$ cat src/rtl/extbus_sync_if.sv
// Register-file side of the host bus port: address, write data, strobes and read-back data.
// The bridge drives through the master modport and the register file answers through slave.
interface extbus_sync_if #(
    parameter int ADDR_W = 5,
    parameter int DATA_W = 8
);
    logic [ADDR_W-1:0] bus_addr;
    logic [DATA_W-1:0] bus_wrdata;
    logic              bus_write;
    logic              bus_read;
    logic [DATA_W-1:0] bus_rddata;

    modport master (
        output bus_addr,
        output bus_wrdata,
        output bus_write,
        output bus_read,
        input  bus_rddata
    );

    modport slave (
        input  bus_addr,
        input  bus_wrdata,
        input  bus_write,
        input  bus_read,
        output bus_rddata
    );
endinterface

$ cat src/rtl/extbus_sync.sv
// Host CPU bus front-end: synchronises the asynchronous bus into clk25 and issues one strobe per access.
// Optional macro EXTBUS_GLITCH_FILTER_EN requires MIN_ACCESS stable cycles before an access is accepted.
module extbus_sync #(
    parameter int ADDR_W      = 5,
    parameter int DATA_W      = 8,
    parameter int SYNC_STAGES = 2,
    parameter int MIN_ACCESS  = 2
) (
    input  logic              clk25,
    input  logic              rst_n,
    input  logic              extbus_cs_n,
    input  logic              extbus_rd_n,
    input  logic              extbus_wr_n,
    input  logic [ADDR_W-1:0] extbus_a,
    input  logic [DATA_W-1:0] extbus_d_in,
    output logic [DATA_W-1:0] extbus_d_out,
    output logic              extbus_d_oe,
    extbus_sync_if.master     bus
);

    if (SYNC_STAGES < 2) begin : g_bad_sync
        $error("extbus_sync: SYNC_STAGES must be at least 2");
    end
    if (MIN_ACCESS < 1) begin : g_bad_min
        $error("extbus_sync: MIN_ACCESS must be at least 1");
    end

    typedef enum logic [1:0] {
        IDLE    = 2'd0,
        RD_REQ  = 2'd1,
        RD_HOLD = 2'd2,
        WR_HOLD = 2'd3
    } state_t;

    state_t state_q, state_d;

    logic [SYNC_STAGES-1:0]             cs_sync, rd_sync, wr_sync;
    logic [SYNC_STAGES-1:0][ADDR_W-1:0] a_sync;
    logic [SYNC_STAGES-1:0][DATA_W-1:0] d_sync;

    logic              cs_s, rd_s, wr_s;
    logic [ADDR_W-1:0] a_s;
    logic [DATA_W-1:0] d_s;
    logic              rd_act, wr_act, act_ok;

    logic              start_rd, start_wr, cap_rd, end_rd, commit_wr;
    logic [ADDR_W-1:0] wr_addr;
    logic [DATA_W-1:0] wr_data;

    // Control, address and data share the same depth so they stay aligned after synchronisation
    always_ff @(posedge clk25 or negedge rst_n) begin
        if (!rst_n) begin
            cs_sync <= '1;
            rd_sync <= '1;
            wr_sync <= '1;
            a_sync  <= '0;
            d_sync  <= '0;
        end else begin
            cs_sync   <= {cs_sync[SYNC_STAGES-2:0], extbus_cs_n};
            rd_sync   <= {rd_sync[SYNC_STAGES-2:0], extbus_rd_n};
            wr_sync   <= {wr_sync[SYNC_STAGES-2:0], extbus_wr_n};
            a_sync[0] <= extbus_a;
            d_sync[0] <= extbus_d_in;
            for (int i = 1; i < SYNC_STAGES; i++) begin
                a_sync[i] <= a_sync[i-1];
                d_sync[i] <= d_sync[i-1];
            end
        end
    end

    assign cs_s   = cs_sync[SYNC_STAGES-1];
    assign rd_s   = rd_sync[SYNC_STAGES-1];
    assign wr_s   = wr_sync[SYNC_STAGES-1];
    assign a_s    = a_sync[SYNC_STAGES-1];
    assign d_s    = d_sync[SYNC_STAGES-1];
    assign rd_act = ~cs_s & ~rd_s &  wr_s;
    assign wr_act = ~cs_s & ~wr_s &  rd_s;

`ifdef EXTBUS_GLITCH_FILTER_EN
    localparam int CNT_W = $clog2(MIN_ACCESS + 1);

    logic [1:0]       act_prev;
    logic [CNT_W-1:0] run_q, run_d;

    // run_d is the length of the current run of identical activity, saturating at MIN_ACCESS
    always_comb begin
        run_d = run_q;
        if ({rd_act, wr_act} != act_prev) begin
            run_d = CNT_W'(1);
        end else if (run_q < CNT_W'(MIN_ACCESS)) begin
            run_d = run_q + CNT_W'(1);
        end
    end

    always_ff @(posedge clk25 or negedge rst_n) begin
        if (!rst_n) begin
            act_prev <= 2'b00;
            run_q    <= '0;
        end else begin
            act_prev <= {rd_act, wr_act};
            run_q    <= run_d;
        end
    end

    assign act_ok = (run_d >= CNT_W'(MIN_ACCESS));
`else
    assign act_ok = 1'b1;
`endif

    always_ff @(posedge clk25 or negedge rst_n) begin
        if (!rst_n) begin
            state_q <= IDLE;
        end else begin
            state_q <= state_d;
        end
    end

    always_comb begin
        state_d   = state_q;
        start_rd  = 1'b0;
        start_wr  = 1'b0;
        cap_rd    = 1'b0;
        end_rd    = 1'b0;
        commit_wr = 1'b0;
        case (state_q)
            IDLE: begin
                if (rd_act && act_ok) begin
                    state_d  = RD_REQ;
                    start_rd = 1'b1;
                end else if (wr_act && act_ok) begin
                    state_d  = WR_HOLD;
                    start_wr = 1'b1;
                end
            end
            RD_REQ: begin
                state_d = RD_HOLD;
                cap_rd  = 1'b1;
            end
            RD_HOLD: begin
                if (!rd_act) begin
                    state_d = IDLE;
                    end_rd  = 1'b1;
                end
            end
            WR_HOLD: begin
                if (!wr_act) begin
                    state_d   = IDLE;
                    commit_wr = 1'b1;
                end
            end
            default: state_d = IDLE;
        endcase
    end

    // Write address/data keep tracking the host until the strobe drops, so late data setup is honoured
    always_ff @(posedge clk25 or negedge rst_n) begin
        if (!rst_n) begin
            wr_addr <= '0;
            wr_data <= '0;
        end else if (start_wr || (state_q == WR_HOLD && wr_act)) begin
            wr_addr <= a_s;
            wr_data <= d_s;
        end
    end

    always_ff @(posedge clk25 or negedge rst_n) begin
        if (!rst_n) begin
            bus.bus_read   <= 1'b0;
            bus.bus_write  <= 1'b0;
            bus.bus_addr   <= '0;
            bus.bus_wrdata <= '0;
            extbus_d_out   <= '0;
            extbus_d_oe    <= 1'b0;
        end else begin
            bus.bus_read  <= start_rd;
            bus.bus_write <= commit_wr;
            if (start_rd) begin
                bus.bus_addr <= a_s;
            end else if (commit_wr) begin
                bus.bus_addr   <= wr_addr;
                bus.bus_wrdata <= wr_data;
            end
            if (cap_rd) begin
                extbus_d_out <= bus.bus_rddata;
                extbus_d_oe  <= 1'b1;
            end else if (end_rd) begin
                extbus_d_oe  <= 1'b0;
            end
        end
    end

endmodule

$ cat src/flat_wrapper.sv
// flat-port wrapper written by rule: the top's interface ports become plain ports
module extbus_sync_flat 
#(
    parameter int ADDR_W      = 5,
    parameter int DATA_W      = 8,
    parameter int SYNC_STAGES = 2,
    parameter int MIN_ACCESS  = 2
)
  (clk25, rst_n, extbus_cs_n, extbus_rd_n, extbus_wr_n, extbus_a, extbus_d_in, extbus_d_out, extbus_d_oe, bus_bus_addr, bus_bus_wrdata, bus_bus_write, bus_bus_read, bus_bus_rddata);
  extbus_sync_if #(.ADDR_W(ADDR_W), .DATA_W(DATA_W)) bus_i ();
  input  logic clk25;
  input  logic rst_n;
  input  logic extbus_cs_n;
  input  logic extbus_rd_n;
  input  logic extbus_wr_n;
  input  logic [ADDR_W-1:0] extbus_a;
  input  logic [DATA_W-1:0] extbus_d_in;
  output logic [DATA_W-1:0] extbus_d_out;
  output logic extbus_d_oe;
  output wire logic [$bits(bus_i.bus_addr)-1:0] bus_bus_addr;
  output wire logic [$bits(bus_i.bus_wrdata)-1:0] bus_bus_wrdata;
  output wire logic [$bits(bus_i.bus_write)-1:0] bus_bus_write;
  output wire logic [$bits(bus_i.bus_read)-1:0] bus_bus_read;
  input wire logic [$bits(bus_i.bus_rddata)-1:0] bus_bus_rddata;
  assign bus_bus_addr = bus_i.bus_addr;
  assign bus_bus_wrdata = bus_i.bus_wrdata;
  assign bus_bus_write = bus_i.bus_write;
  assign bus_bus_read = bus_i.bus_read;
  assign bus_i.bus_rddata = bus_bus_rddata;
  extbus_sync #(.ADDR_W(ADDR_W), .DATA_W(DATA_W), .SYNC_STAGES(SYNC_STAGES), .MIN_ACCESS(MIN_ACCESS)) u_core (.clk25(clk25), .rst_n(rst_n), .extbus_cs_n(extbus_cs_n), .extbus_rd_n(extbus_rd_n), .extbus_wr_n(extbus_wr_n), .extbus_a(extbus_a), .extbus_d_in(extbus_d_in), .extbus_d_out(extbus_d_out), .extbus_d_oe(extbus_d_oe), .bus(bus_i));
endmodule
$ cat config.mk
export PLATFORM = sky130hd
export DESIGN_NAME = extbus_sync_flat
export DESIGN_NICKNAME = d
export VERILOG_FILES = /design/src/rtl/extbus_sync_if.sv /design/src/rtl/extbus_sync.sv /design/src/flat_wrapper.sv
export SDC_FILE = /design/constraint.sdc
export NUM_CORES = 1
export LEC_CHECK = 0
export ABC_CLOCK_PERIOD_IN_PS = 4200
export CAP_MARGIN = 40
export CORE_MARGIN = 2
export CORE_UTILIZATION = 35
export DETAILED_ROUTE_END_ITERATION = 7
export PLACE_DENSITY = 0.63
export SLEW_MARGIN = 20
export SYNTH_ARGS = -nofsm -noshare
export SYNTH_HDL_FRONTEND = slang
export SYNTH_SLANG_ARGS = --single-unit
$ cat constraint.sdc
create_clock -name clk25 -period 4.2 [get_ports clk25]
set_input_delay 0.84 -clock clk25 [delete_from_list [all_inputs] [get_ports clk25]]
set_output_delay 0.84 -clock clk25 [all_outputs]
set_load 0.02 [all_outputs]
==> reports/results.ini <==
[global_route]
grt_use_total_pct=11.26
antenna_found_initial=0
grt_max_degree=55
grt.overflow.total=0
grt_pass1_wl_um=6417
grt_pass1_vias=1341

[power_and_ir_drop]
intPower_w=0.001434
irDropWorstVdd_v=0.0004225
swShare_pct=28.34
sequentialPowerShare_pct=46.2
p_switching_w=0.0005672
powerDensity_nw_per_um2=614.8
pwr-share-comb_pct=26.7
p_leak_nw=1.399
p_clk_share_pct=27.1

[detailed_routing]
drt_iter0_drc=88
wl_um=3885
vias=1363
drt-wirelength-per-cell_um=12.70
viasPerCell=4.454
first_pass_iters=4
drc=0
ant_nets=0

[synthesis]
ys.flop_type=dfrtp_1
async_reset_ff_share_pct=100.0
synth-edff-count=0
synth_area_um2=2454
ys_seq_elements=71
synth-seq-area-share_pct=72.72
syn_nets=177
avgSynthCellArea_um2=16.25
syn_inst=151
ys_warn_count=0
ys_types=28

[floorplan]
start_util_pct=36.11
num_rows=30
die_height_um=87.73
chipWidth_um=87.73
dieArea_um2=7696
floorplan.core_area_um2=6794
ios=50

[cells_and_area]
num_antenna_cells=0
final_common_cell=dfrtp_1
fin_nets=231
nFillCells=616
areaGrowthSynthToFinish_pct=32.69
layout_common_cells=dfrtp_1, clkdlybuf4s50_1, mux2_2
final_layout_size_suffix_gt1_share_pct=28.10
stdcell_count=306
design_area_um2=3256
regArea_um2=1784
multi_input_area_um2=618.1

[placed_design]
dp_hpwl_um=2583
placed_cells=290
place_congestion=0.8177
port_buffers=49
place_area_um2=3049

[cts]
cts_root_buf=clkbuf_8
ctsHoldBuffers=0
clk_pin_slew_ps=70
cts_resized=0
cts_tree=built
cts_made_buffers=9
clock_path_buffers=2
post_cts_buffers=0
cts_sinks=71
htree_num_levels=3
clock_latency_ps=340

[setup_path]
crit_type=register to primary output
endpoint_kind=primary output
cpMaxStageDelayCell=clkdlybuf4s50_1
crit_cells=1
crit_family=buffers and inverters
crit_path_cell_trace=clkdlybuf4s50_1
setup.worst_path.start=u_core.bus.bus_wrdata[7]
worstRegToRegCells=3
critPathBufInv=1
required_ps=3360
critical_path.max_fanout=2
r2r_start=u_core.rd_sync[1]
start_kind=register
arrival_ps=1320
slowest_delay_ps=620

[timing]
fin_tns_setup_ps=0
slew_viol_final=0
hold_viol_final=0
setup_violations=0
skew_ps=8.692
fmax_ghz=0.4627
fin_crit_ps=2161
worst_pin_slew_ps=701.4
max_slew_margin_pct=53.14
rsz0062_at_grt=false
fin_crit_sh_pct=51.46

[worst_hold_path]
hold_path_class=register to register
min_from=u_core.a_sync[3]
holdPathStages=0

[status]
status=complete, no violations

[flow_run]
maxCapViolCount=0

-- worst paths after layout --
path	to	slack, ps
max	bus_bus_wrdata[7]	2040
min	u_core.a_s[3]	350
max reg2reg	u_core.bus.bus_wrdata[3]	2310
min reg2reg	u_core.a_s[3]	350
max in group asynchronous	u_core.cs_sync[0]	3250
min in group asynchronous	u_core.wr_data[6]	370
-- routing by layer --
metal | up-vias | routed length [um] | global-route usage (%)
met5 | - | 0 | 0
met4 | 0 | 50 | 3.776
met3 | 5 | 254 | 5.467
met2 | 49 | 1855 | 16.94
met1 | 673 | 1725 | 14.34
li1 | 636 | - | -
-- state kept, by name, indices dropped and copies added (netlist names) --
name                   count
u_core.a_s                 5
u_core.a_sync              5
u_core.bus.bus_addr        5
u_core.bus.bus_read        1
u_core.bus.bus_wrdata      8
u_core.bus.bus_write       1
u_core.cs_sync             2
u_core.d_s                 8
u_core.d_sync              8
u_core.extbus_d_oe         1
u_core.extbus_d_out        8
u_core.rd_sync             2
u_core.state_q             2
u_core.wr_addr             5
u_core.wr_data             8
u_core.wr_sync             2
-- layout make-up --
| class | count | share of cell area [%] |
|---|---|---|
| clock buffers | 10 | 4.228 |
| flip-flops and latches | 71 | 54.80 |
| multi-input cells | 70 | 18.99 |
| repair buffers | 50 | 15.83 |
| inverters | 3 | 0.3459 |
| clock inverters | 6 | 2.114 |
| well taps | 96 | 3.689 |
-- synthesized netlist by cell type (2+ instances only) --
cell / n / area (um2)
o21ai_0: 7 / 35.03
clkbuf_1: 4 / 15.01
dfstp_2: 6 / 157.7
mux2_2: 20 / 225.2
mux2_4: 9 / 135.1
nand4_1: 4 / 25.02
buf_2: 2 / 10.01
dfrtp_1: 65 / 1627
nor2_1: 2 / 7.510
a31oi_1: 6 / 37.54
inv_1: 3 / 11.26
nor3_1: 5 / 25.02
nand2_1: 2 / 7.510
nor3b_1: 2 / 15.01
-- power by group through the flow --
stage / clock network, W / registers [W] / logic (W)
floorplan: 0 / 0.00104 / 0.000168
global placement: 0 / 0.000935 / 0.000528
global route: 0.000597 / 0.000950 / 0.000568
finish: 0.000543 / 0.000925 / 0.000534
CTS: 0.000563 / 0.000928 / 0.000541
detailed placement: 0 / 0.000938 / 0.000539
-- per-stage QoR --
| stage | setup slack (ps) | util [%] | power (W) | hold WS [ps] |
|---|---|---|---|---|
| floorplan | 2475 | - | 0.001206 | 331.2 |
| global placement | 2385 | 44.48 | 0.001463 | 331.7 |
| detailed placement | 2343 | 44.88 | 0.001477 | 335.5 |
| CTS | 2005 | 47.92 | 0.002032 | 353.9 |
| global route | 1973 | 47.92 | 0.002115 | 357.5 |
| finish | 2039 | 47.92 | 0.002002 | 351.0 |
-- cell families (layout without fill, tap and decap cells) --
family,after synthesis,count (layout),share of synthesized area (%)
compound gates,17,17,4.385
flops,71,71,72.72
simple gates,24,24,6.120
mux,29,29,14.69
buf+inv,10,69,2.090
No activity file was read; power rests on OpenSTA's default activity.
